$ cat src/rtl/uart_hex_logger_pkg.sv
// Shared constants, state encoding and ASCII helpers for the hex line logger.
// Optional banner support is compiled in with UART_HEX_LOGGER_BANNER_EN.
package uart_hex_logger_pkg;

    localparam logic [7:0] ASCII_CR   = 8'h0D;
    localparam logic [7:0] ASCII_LF   = 8'h0A;
    localparam logic [7:0] ASCII_BANG = 8'h21;

`ifdef UART_HEX_LOGGER_BANNER_EN
    typedef enum logic [2:0] {
        ST_IDLE   = 3'd0,
        ST_PREFIX = 3'd1,
        ST_DIGIT  = 3'd2,
        ST_CR     = 3'd3,
        ST_LF     = 3'd4,
        ST_BANNER = 3'd5
    } state_t;

    // "HELLO!\r\n", sent once after reset
    function automatic logic [7:0] banner_byte(input logic [2:0] idx);
        case (idx)
            3'd0:    return 8'h48;
            3'd1:    return 8'h45;
            3'd2:    return 8'h4C;
            3'd3:    return 8'h4C;
            3'd4:    return 8'h4F;
            3'd5:    return 8'h21;
            3'd6:    return 8'h0D;
            default: return 8'h0A;
        endcase
    endfunction
`else
    typedef enum logic [2:0] {
        ST_IDLE   = 3'd0,
        ST_PREFIX = 3'd1,
        ST_DIGIT  = 3'd2,
        ST_CR     = 3'd3,
        ST_LF     = 3'd4
    } state_t;
`endif

    function automatic logic [7:0] hex_digit(input logic [3:0] nib);
        return (nib < 4'd10) ? (8'h30 + {4'h0, nib}) : (8'h37 + {4'h0, nib});
    endfunction

endpackage

$ cat src/rtl/hexlog_sync_fifo.sv
// Single-clock FIFO with occupancy output; the caller must never write when
// full or read when empty.
module hexlog_sync_fifo #(
    parameter int WIDTH = 24,
    parameter int DEPTH = 16
) (
    input  logic                     clk,
    input  logic                     reset,
    input  logic                     wr_en,
    input  logic [WIDTH-1:0]         wr_data,
    input  logic                     rd_en,
    output logic [WIDTH-1:0]         rd_data,
    output logic [$clog2(DEPTH):0]   level
);

    localparam int AW = $clog2(DEPTH);

    logic [WIDTH-1:0] mem [DEPTH];
    logic [AW-1:0]    wr_ptr;
    logic [AW-1:0]    rd_ptr;

    // Pointers wrap naturally because DEPTH is a power of two
    always_ff @(posedge clk or posedge reset) begin
        if (reset) begin
            wr_ptr <= '0;
            rd_ptr <= '0;
            level  <= '0;
        end else begin
            if (wr_en) wr_ptr <= wr_ptr + 1'b1;
            if (rd_en) rd_ptr <= rd_ptr + 1'b1;
            case ({wr_en, rd_en})
                2'b10:   level <= level + 1'b1;
                2'b01:   level <= level - 1'b1;
                default: level <= level;
            endcase
        end
    end

    always_ff @(posedge clk) begin
        if (wr_en) mem[wr_ptr] <= wr_data;
    end

    assign rd_data = mem[rd_ptr];

endmodule

$ cat src/rtl/uart_hex_logger.sv
// Buffers event words and streams each as an uppercase hex line ending CR LF.
// Define UART_HEX_LOGGER_BANNER_EN to send "HELLO!\r\n" after every reset.
module uart_hex_logger
    import uart_hex_logger_pkg::*;
#(
    parameter int WIDTH = 24,
    parameter int DEPTH = 16
) (
    input  logic                     clk,
    input  logic                     reset,
    input  logic                     in_strobe,
    input  logic [WIDTH-1:0]         in_data,
    input  logic                     tx_ready,
    output logic [7:0]               out_data,
    output logic                     out_strobe,
    output logic [$clog2(DEPTH):0]   fifo_level,
    output logic [7:0]               drop_count,
    output logic                     busy
);

    localparam int NIBBLES = WIDTH / 4;
    localparam int NIB_W   = (NIBBLES > 1) ? $clog2(NIBBLES) : 1;
    localparam int LVL_W   = $clog2(DEPTH) + 1;

    state_t           state;
    state_t           state_nx;
    logic [NIB_W-1:0] nib;
    logic [WIDTH-1:0] shift_reg;
    logic [WIDTH-1:0] fifo_head;
    logic             ovf_flag;
    logic             full;
    logic             wr_en;
    logic             drop;
    logic             pop;
    logic             can_emit;
    logic             emit;
    logic [7:0]       byte_nx;
`ifdef UART_HEX_LOGGER_BANNER_EN
    logic [2:0]       ban_idx;
`endif

    // Fullness is judged on the registered level, so a write racing a pop
    // on a full FIFO is still dropped.
    assign full  = (fifo_level == LVL_W'(DEPTH));
    assign wr_en = in_strobe && !full;
    assign drop  = in_strobe && full;
    assign busy  = (state != ST_IDLE) || (fifo_level != '0);

    hexlog_sync_fifo #(
        .WIDTH (WIDTH),
        .DEPTH (DEPTH)
    ) u_fifo (
        .clk     (clk),
        .reset   (reset),
        .wr_en   (wr_en),
        .wr_data (in_data),
        .rd_en   (pop),
        .rd_data (fifo_head),
        .level   (fifo_level)
    );

    always_comb begin
        state_nx = state;
        byte_nx  = 8'h00;
        emit     = 1'b0;
        pop      = 1'b0;
        // Back-to-back strobes are never allowed: at least one idle cycle per byte
        can_emit = tx_ready && !out_strobe;
        case (state)
            ST_IDLE: begin
                if (fifo_level != '0 && tx_ready) begin
                    pop      = 1'b1;
                    state_nx = ovf_flag ? ST_PREFIX : ST_DIGIT;
                end
            end
            ST_PREFIX: begin
                byte_nx = ASCII_BANG;
                emit    = can_emit;
                if (can_emit) state_nx = ST_DIGIT;
            end
            ST_DIGIT: begin
                byte_nx = hex_digit(shift_reg[WIDTH-1 -: 4]);
                emit    = can_emit;
                if (can_emit && nib == '0) state_nx = ST_CR;
            end
            ST_CR: begin
                byte_nx = ASCII_CR;
                emit    = can_emit;
                if (can_emit) state_nx = ST_LF;
            end
            ST_LF: begin
                byte_nx = ASCII_LF;
                emit    = can_emit;
                if (can_emit) state_nx = ST_IDLE;
            end
`ifdef UART_HEX_LOGGER_BANNER_EN
            ST_BANNER: begin
                byte_nx = banner_byte(ban_idx);
                emit    = can_emit;
                if (can_emit && ban_idx == 3'd7) state_nx = ST_IDLE;
            end
`endif
            default: state_nx = ST_IDLE;
        endcase
    end

    always_ff @(posedge clk or posedge reset) begin
        if (reset) begin
`ifdef UART_HEX_LOGGER_BANNER_EN
            state   <= ST_BANNER;
            ban_idx <= 3'd0;
`else
            state   <= ST_IDLE;
`endif
            out_strobe <= 1'b0;
            out_data   <= 8'h00;
            drop_count <= 8'h00;
            ovf_flag   <= 1'b0;
            nib        <= '0;
        end else begin
            state      <= state_nx;
            out_strobe <= emit;
            if (emit) out_data <= byte_nx;
            // A drop on the same edge as the '!' wins, so it still marks a later line
            if (drop) begin
                ovf_flag <= 1'b1;
                if (drop_count != 8'hFF) drop_count <= drop_count + 8'd1;
            end else if (emit && state == ST_PREFIX) begin
                ovf_flag <= 1'b0;
            end
            if (pop) nib <= NIB_W'(NIBBLES - 1);
            else if (emit && state == ST_DIGIT) nib <= nib - 1'b1;
`ifdef UART_HEX_LOGGER_BANNER_EN
            if (emit && state == ST_BANNER) ban_idx <= ban_idx + 3'd1;
`endif
        end
    end

    always_ff @(posedge clk) begin
        if (pop) shift_reg <= fifo_head;
        else if (emit && state == ST_DIGIT) shift_reg <= shift_reg << 4;
    end

endmodule
$ cat config.mk
export PLATFORM = sky130hd
export DESIGN_NAME = uart_hex_logger
export DESIGN_NICKNAME = d
export VERILOG_FILES = /design/src/rtl/uart_hex_logger_pkg.sv /design/src/rtl/hexlog_sync_fifo.sv /design/src/rtl/uart_hex_logger.sv
export SDC_FILE = /design/constraint.sdc
export NUM_CORES = 1
export LEC_CHECK = 0
export CAP_MARGIN = 30
export CORE_ASPECT_RATIO = 0.75
export CORE_MARGIN = 4
export CORE_UTILIZATION = 55
export CTS_CLUSTER_SIZE = 30
export DETAILED_ROUTE_END_ITERATION = 7
export MAX_ROUTING_LAYER = met4
export PLACE_DENSITY = 0.72
export SLEW_MARGIN = 20
export SYNTH_ARGS = -nofsm -noshare
export SYNTH_HDL_FRONTEND = slang
export SYNTH_SLANG_ARGS = --single-unit
$ cat constraint.sdc
create_clock -name clk -period 5.6 [get_ports clk]
set_clock_uncertainty 0.15 [all_clocks]
set_input_delay 1.4 -clock clk [delete_from_list [all_inputs] [get_ports clk]]
set_output_delay 1.4 -clock clk [all_outputs]
set_load 0.005 [all_outputs]
# --- Yosys cells after proc, flatten, opt, wreduce, memory -nomap -nowiden ---
# Memories as Yosys holds them, arrays and structs flattened.
# Index checks and enable logic that the tools add are counted.
totals:
  mem_bits_ro: 0
  inputBits: 28
  memories: 1
  mem_bits_rw: 384
  latch_bits: 0
  elab_cells: 74
  regBits: 61
  out_inout_bits: 23
mem_list:
  columns: ["name", "depth", "width", "read_ports", "rd_ports_with_merged_regs", "write_ports", "line_no", "rtl"]
  rows:
  - ["u_fifo.mem", 16, 24, 1, 0, 1, "hexlog_sync_fifo.sv:18", "logic [WIDTH-1:0] mem [DEPTH];"]
op_classes:
  n_lt_le_gt_ge: 1
  muxes: 21
  mul: 0
  n_shift: 0
  eq_ne: 13
  bitwise: 0
  div_mod_pow: 0
  add_sub_neg: 8
  reduce_logical: 20
ops:
  columns: ["cell", "count"]
  rows:
  - ["24-bit two-way mux", 2]
  - ["7-bit case mux with 4 select lines", 1]
  - ["3-bit two-way mux", 7]
  - ["3-bit case mux with 5 select lines", 1]
  - ["6-bit by 4-bit adder with 7-bit output, first input constant", 2]
  - ["2-bit != test, second input constant", 5]
  - ["5-bit case mux with 2 select lines", 1]
  - ["4-bit by 1-bit adder with 4-bit output, second input constant", 2]
  - ["8-bit by 1-bit adder with 8-bit output, second input constant", 1]
  - ["8-bit != test, second input constant", 1]
  - ["1-bit logical AND", 7]
  - ["1-bit two-way mux", 7]
  - ["7-bit two-way mux", 1]
  - ["3-bit by 2-bit == test with 1-bit output, second input constant", 2]
  - ["3-bit zero test", 2]
  - ["2-bit nonzero test", 3]
  - ["5-bit by 1-bit adder with 5-bit output, second input constant", 1]
  - ["5-bit == test, second input constant", 1]
  - ["5-bit AND reduction", 1]
  - ["5-bit nonzero test", 1]
  - ["5-bit by 1-bit subtractor with 5-bit output, second input constant", 1]
  - ["4-bit less-than comparator, second input constant", 1]
  - ["4-bit OR reduction", 1]
  - ["3-bit by 1-bit == test with 1-bit output, second input constant", 1]
  - ["other kinds (9)", 10]

# --- Depth between registers and ports, before layout ---
# Gate-level depths: netlist of run 1.
logic_depth:
  word_depth: 6
  mapped_depth: 13
  mapped_depth_nobuf: 10

# --- Modules after synthesis ---
# Synthesis of run 1 repeated with hierarchy kept, for this count alone.
hier_totals:
  cells_unflattened: 912
  area_unflattened_um2: 17614.4
modules_own_cells:
  columns: ["mod", "instances", "cells_per_inst", "area_each_um2", "seq_area_each_um2"]
  rows:
  - ["hexlog_sync_fifo", 1, 680, 15318.4, 11856.4]
  - ["uart_hex_logger", 1, 232, 2296.0, 1296.2]

# --- Worst setup path before layout of run 1 ---
# No wires, ideal clock.
synth_timing:
  path_type: "input to register"
  start: "input port in_strobe"
  end: "memory u_fifo.mem[3][0] (enable)"
  path_slack_ps: 1275
  path_buffers: 0
  setup_time_ps: 435
  stages: 3
  required_ps: 5015
  arrival_time_ps: 3739
  cell_sequence: "a21boi_1 -> nand2_1 -> nor3_1"
synth_between:
  elab_chain_len: 3
synth_rtl:
  columns: ["element", "line_no", "rtl"]
  rows:
  - ["start, declared", "uart_hex_logger.sv:11", "input logic in_strobe,"]
  - ["1-bit logical AND", "uart_hex_logger.sv:45", "assign wr_en = in_strobe && !full;"]
  - ["1-bit two-way mux", "hexlog_sync_fifo.sv:40", "if (wr_en) mem[wr_ptr] <= wr_data;"]
  - ["1-bit two-way mux (not written as such)", "hexlog_sync_fifo.sv:40", null]
  - ["end, declared", "hexlog_sync_fifo.sv:18", null]
# No other way between the ends.

# --- Final worst setup path of run 1 ---
layout_timing:
  start: "input port in_strobe"
  end: "register u_fifo.level[4]"
layout_between:
  elab_chain_len: 3
  word_cells_on_any_way: 5
  classes_between: "eq/ne: 2; mux: 1; reduce/logical: 2"
layout_rtl:
  columns: ["element", "line_no", "rtl"]
  rows:
  - ["1-bit logical AND *", "uart_hex_logger.sv:45", null]
  - ["2-bit by 1-bit == test with 1-bit output / 2-bit == test (equally long branches)", "hexlog_sync_fifo.sv:31", "case ({wr_en, rd_en})"]
  - ["5-bit case mux with 2 select lines / 2-bit nonzero test (equally long branches)", null, null]
  - ["end signal, assigned", "hexlog_sync_fifo.sv:32", "2'b10: level <= level + 1'b1;"]
  - ["end signal, assigned", "hexlog_sync_fifo.sv:33", "2'b01: level <= level - 1'b1;"]
  - ["end signal, assigned", "hexlog_sync_fifo.sv:34", "default: level <= level;"]
  - ["end, declared", "hexlog_sync_fifo.sv:13", "output logic [$clog2(DEPTH):0] level"]
# Every way passes the cells marked *; elsewhere a longest branch is shown, timed or not.
# A chain may end at the register's enable or synchronous reset.

==> impl_metrics.tcl, run 1 <==
set metrics [dict create \
    final_common_cell "edfxtp_1" \
    nNetsFinal 967 \
    viasPerCell 6.273 \
    die_y_um 162.5 \
    hold_ws_ns 0.3493 \
    netlist_area_sq_um 17500 \
    wire_per_inst_um 26.62 \
    grt_pass1_wl_mm 55.63 \
    rows 56 \
    worstPathCellList "clkdlybuf4s50_1 > a21boi_1 > inv_1 > ha_1 > xor2_1 > ha_1 > a21oi_1 > or3b_2 > a31oi_1 > xor2_1" \
    syn_nets 904 \
    hold_start "out_data[4]" \
    antenna_found_initial 0 \
    grt_max_degree 58 \
    port_buffers 49 \
    synth_area_per_cell_sq_um 20.25 \
    synth_area_leader_cell "edfxtp_1" \
    hold_viol 0 \
    multi_input_area_sq_um 4154 \
    drc 0 \
    htreeDepth 2 \
    postRouteAntennaNets 0 \
    pin_count 51 \
    synthCells 864 \
    nFillCells 2071 \
    start_kind "input pin" \
    setup_violations 0 \
    hp-class "flip-flop to flip-flop" \
    r2r-start "state[1]" \
    cp_max_fo 9 \
    synth-seq-cells 444 \
    final_cell_mix "edfxtp_1 (408), mux4_2 (96), clkdlybuf4s50_1 (49)" \
    slew_headroom 0.3481 \
    largest_reg_flops 384 \
    synth_area_leaders "edfxtp_1 (70%), mux4_2 (12%), dfrtp_1 (5.1%)" \
    arrival_ns 4.33 \
    fin_tns_setup_ns 0 \
    die_w_um 213.9 \
    grt_pass1_vias 8655 \
    drv_slew 0 \
    critPathRequiredTime_ns 5.92 \
    drt_iter0_markers 1054 \
    gr-total-overflow 0 \
    period_needed_ns 4.011 \
    dp.final_hpwl_mm 20.77 \
    ys_seq_area_frac 0.7518 \
    clkLatencyLatePin_ns 0.55 \
    r2r_setup_slack_ns 2.08 \
    drive_above_1_share 0.2401 \
    num_vias 8557 \
    cts-resized-gates 0 \
    synth_top_area_share 0.7003 \
    rsz0062_at_grt "false" \
    p_per_area_nw_per_um2 470.7 \
    p_leak_nw 6.309 \
    num_antenna_cells 0 \
    crit_start "in_strobe" \
    worst_slew_pin_slew_ns 0.9756 \
    critPathSlowestCell "a21boi_1" \
    cts_buffers 42 \
    clockBufferDepth 3 \
    cap_violations 0 \
    yosys_warnings 0 \
    grt.total_usage 0.2200 \
    synth-edff-count 408 \
    crit_type "input pin to flip-flop" \
    drt_pass1_iterations 5 \
    start_util 0.5586 \
    design.die.area_sq_um 34760 \
    seq_area_sq_um 13160 \
    worst-path-buf-inv 2 \
    status "finished, final reports clean" \
    peakVddDrop_v 0.0002693 \
    clockRootBuffer "clkbuf_16" \
    crit_path_end_kind "flip-flop" \
    place.gp.congestion 0.8361 \
    ys_async_sr_fraction 0.08108 \
    synth.distinct_cells 53 \
    crit_path_max_incr_delay_ns 0.61 \
    cts_sinks 444 \
    design.core.area_sq_um 31320 \
    cts_tree "yes" \
    max_freq_ghz 0.2493 \
    cts_hold_buf 0 \
    clk_pin_slew_ns 0.07 \
    fin_crit_sh 0.7163 \
    crit_family "compound AO/OA/AOI/OAI gates" \
    cts_setup_buffers 0 \
    synth_top_flop_cell "edfxtp_1" \
    areaGrowthSynthToFinish_pct 13.12 \
    wl_mm 36.31 \
]
[where the power goes]
group	switching, mW	total, mW	internal (mW)	leakage [nW]
combinational	1.17	2.21	1.04	1.56
clock	1.20	2.64	1.44	0.610
sequential	0.342	4.47	4.12	4.14
[routing by layer]
layer	vias up	routed length [um]	GRT usage
li1	3676	-	-
met1	4488	16910	0.3429
met2	343	16260	0.3106
met3	50	2616	0.04476
met4	0	532	0.04035
met5	-	0	-
[Yosys cell counts (4+ instances only)]
cell type  instances
edfxtp_1         408
a211oi_1           8
mux2_2            23
nor2b_1            6
buf_1              4
nor2_1            19
ha_1              12
mux4_2            96
o22ai_1           32
a21oi_1           30
xor2_1            12
nor3_1            10
nand3_1            6
nand2_1           23
dfrtp_1           36
buf_2             17
mux2i_1            5
buf_4              4
nand2b_1           5
inv_1             15
nand3b_1           4
o22ai_2           10
xnor2_1           12
o21ai_0            8
clkbuf_1          21
[area by class of cell]
type,instances,area share
clock inverter,23,0.008282
clock buffer,52,0.05500
inverter,16,0.003161
tap,406,0.02567
timing repair buffer,68,0.03300
sequential,444,0.6650
multi-input combinational,355,0.2099
[worst min-delay path, stage by stage, from the launching register on]
cell and delay (ns):
dfrtp_1 0.35, nand2_1 0.05, o21ai_0 0.06
[final timing paths]
check | to | depth (start not counted)
max | u_fifo.level[4] | 10
min | out_data[4] | 2
max reg2reg | u_fifo.level[4] | 10
min reg2reg | out_data[4] | 2
max in group asynchronous | u_fifo.rd_ptr[3] | 3
min in group asynchronous | out_data[0] | 3
[through the flow]
| stage | power (mW) | setup slack (ns) | cell area [sq um] | utilization | std cells |
|---|---|---|---|---|---|
| floorplan | 5.944 | 1.275 | 17500 | - | 864 |
| global placement | 6.695 | 1.090 | 18520 | 0.5914 | 1288 |
| detailed placement | 6.744 | 1.038 | 18540 | 0.5919 | 1289 |
| CTS | 9.373 | 1.587 | 19790 | 0.6319 | 1364 |
| global route | 9.732 | 1.354 | 19790 | 0.6319 | 1364 |
| finish | 9.316 | 1.589 | 19790 | 0.6319 | 1364 |
[cells by family after synthesis]
logic type               count (synthesis)  synth area share
other                                    1         0.0002143
XOR/XNOR                                24           0.01201
multiplexers                           124            0.1412
flip-flops                             444            0.7518
adder cells (fa/ha/maj)                 12          0.008582
AO/OA/AOI/OAI                          106           0.04241
AND/OR/NAND/NOR                         88           0.02632
buffers and inverters                   65           0.01745
(Power assumes the default switching activity.)
==> inputs of run 2 (changes only) <==
Clock period 5.6 ns to 4.1 ns, I/O delays scaled along.
==> impl_metrics.tcl, run 2 (same netlist as run 1, synthesis figures left out) <==
set metrics [dict create \
    antenna_found_initial 0 \
    viasPerCell 6.173 \
    areaGrowthSynthToFinish_pct 15.74 \
    peakVddDrop_v 0.0004016 \
    start_kind "flip-flop" \
    min_path_cells 2 \
    period_needed_ns 3.549 \
    cp_max_fo 9 \
    drt_iter0_markers 932 \
    port_buffers 49 \
    hp-class "flip-flop to flip-flop" \
    num_antenna_cells 0 \
    grt_pass1_vias 8564 \
    post-route-util 0.6465 \
    wire_per_inst_um 25.60 \
    cts_hold_buf 0 \
    drv_slew 0 \
    p_per_area_nw_per_um2 649.4 \
    drt_pass1_iterations 6 \
    fin_crit_sh 0.8657 \
    postRouteAntennaNets 0 \
    crit_path_end_kind "output pin" \
    rsz0062_at_grt "false" \
    nNetsFinal 983 \
    status "finished, final reports clean" \
    place.gp.congestion 0.7925 \
    grt_pass1_wl_mm 53.89 \
    wl_mm 35.38 \
    hold_viol 0 \
    pin_count 51 \
    die_y_um 162.5 \
    cts-resized-gates 0 \
    htreeDepth 2 \
    cts_tree "yes" \
    ff2ff_path_depth 10 \
    stdcell_count 1382 \
    clockBufferDepth 3 \
    worst_slew_pin_slew_ns 0.7725 \
    gr-total-overflow 0 \
    cap_violations 0 \
    rows 56 \
    cts_buffers 42 \
    postPlaceCellArea_sq_um 18820 \
    start_util 0.5586 \
    dp.final_hpwl_mm 21.01 \
    clk_pin_slew_ns 0.06 \
    grt.total_usage 0.2131 \
    max_freq_ghz 0.2817 \
    cts_setup_buffers 0 \
    clkLatencyLatePin_ns 0.55 \
    setup_violations 0 \
    dp.cells 1305 \
    p_leak_nw 6.522 \
    fin_tns_setup_ns 0 \
    drive_above_1_share 0.2623 \
    die_w_um 213.9 \
    critPathRequiredTime_ns 2.92 \
    drc 0 \
    final_cell_mix "edfxtp_1 (408), mux4_2 (96), clkdlybuf4s50_1 (49)" \
    stdcell_area_sq_um 20250 \
    crit_type "flip-flop to output pin" \
    largest_reg_flops 384 \
    cts_sinks 444 \
    clockRootBuffer "clkbuf_16" \
    final_common_cell "edfxtp_1" \
    arrival_ns 2.37 \
    num_vias 8531 \
    grt_max_degree 46 \
    slew_headroom 0.4844 \
    design.core.area_sq_um 31320 \
    design.die.area_sq_um 34760 \
]
## run 2: through the flow
step / setup slack (ns) / power (mW) / hold WS (ns)
3_3_place_gp: 0.2954 / 9.192 / 0.3194
4_1_cts: 0.5334 / 13.27 / 0.3501
2_1_floorplan: 0.1505 / 8.119 / 0.3225
3_5_place_dp: 0.1962 / 9.245 / 0.3350
5_1_grt: 0.3982 / 13.74 / 0.3813
6_report: 0.5506 / 13.15 / 0.3397
## run 2: layout make-up
cell class / instances / area, sq um
tap: 406 / 508.0
multi-input combinational: 355 / 4156
clock buffer: 52 / 1182
sequential: 444 / 13160
inverter: 16 / 62.56
timing repair buffer: 84 / 928.4
clock inverter: 25 / 251.5
fill: 2069 / 11070
## run 2: worst paths after layout
kind / slack [ns] / to / start
max in group asynchronous: 2.31 / drop_count[1] / reset
min reg2reg: 0.34 / out_data[4] / out_data[4]
min: 0.34 / out_data[4] / out_data[4]
min in group asynchronous: 0.77 / ovf_flag / reset
max reg2reg: 0.65 / u_fifo.level[4] / state[1]
max: 0.55 / busy / u_fifo.level[1]
## run 2: where the power goes
part           switching, mW  internal, mW  leakage, nW
Combinational           1.58          1.49         1.68
Sequential             0.450          5.63         4.14
Clock                   1.64          2.36        0.702
Total                   3.67          9.48         6.52
## run 2: metal layers
| metal | global-route usage | part of all wire | wire, um |
|---|---|---|---|
| met1 | 0.3230 | 0.45 | 15790 |
| met2 | 0.3112 | 0.46 | 16330 |
| met3 | 0.03506 | 0.073 | 2576 |
| met4 | 0.05184 | 0.019 | 688 |
| met5 | - | 0 | 0 |
## run 2: critical path: stages (launching register included)
cell and delay, ns:
dfrtp_1 0.49, or4_4 0.64, nor2_1 0.14, nand2_1 0.08, clkdlybuf4s50_1 0.48
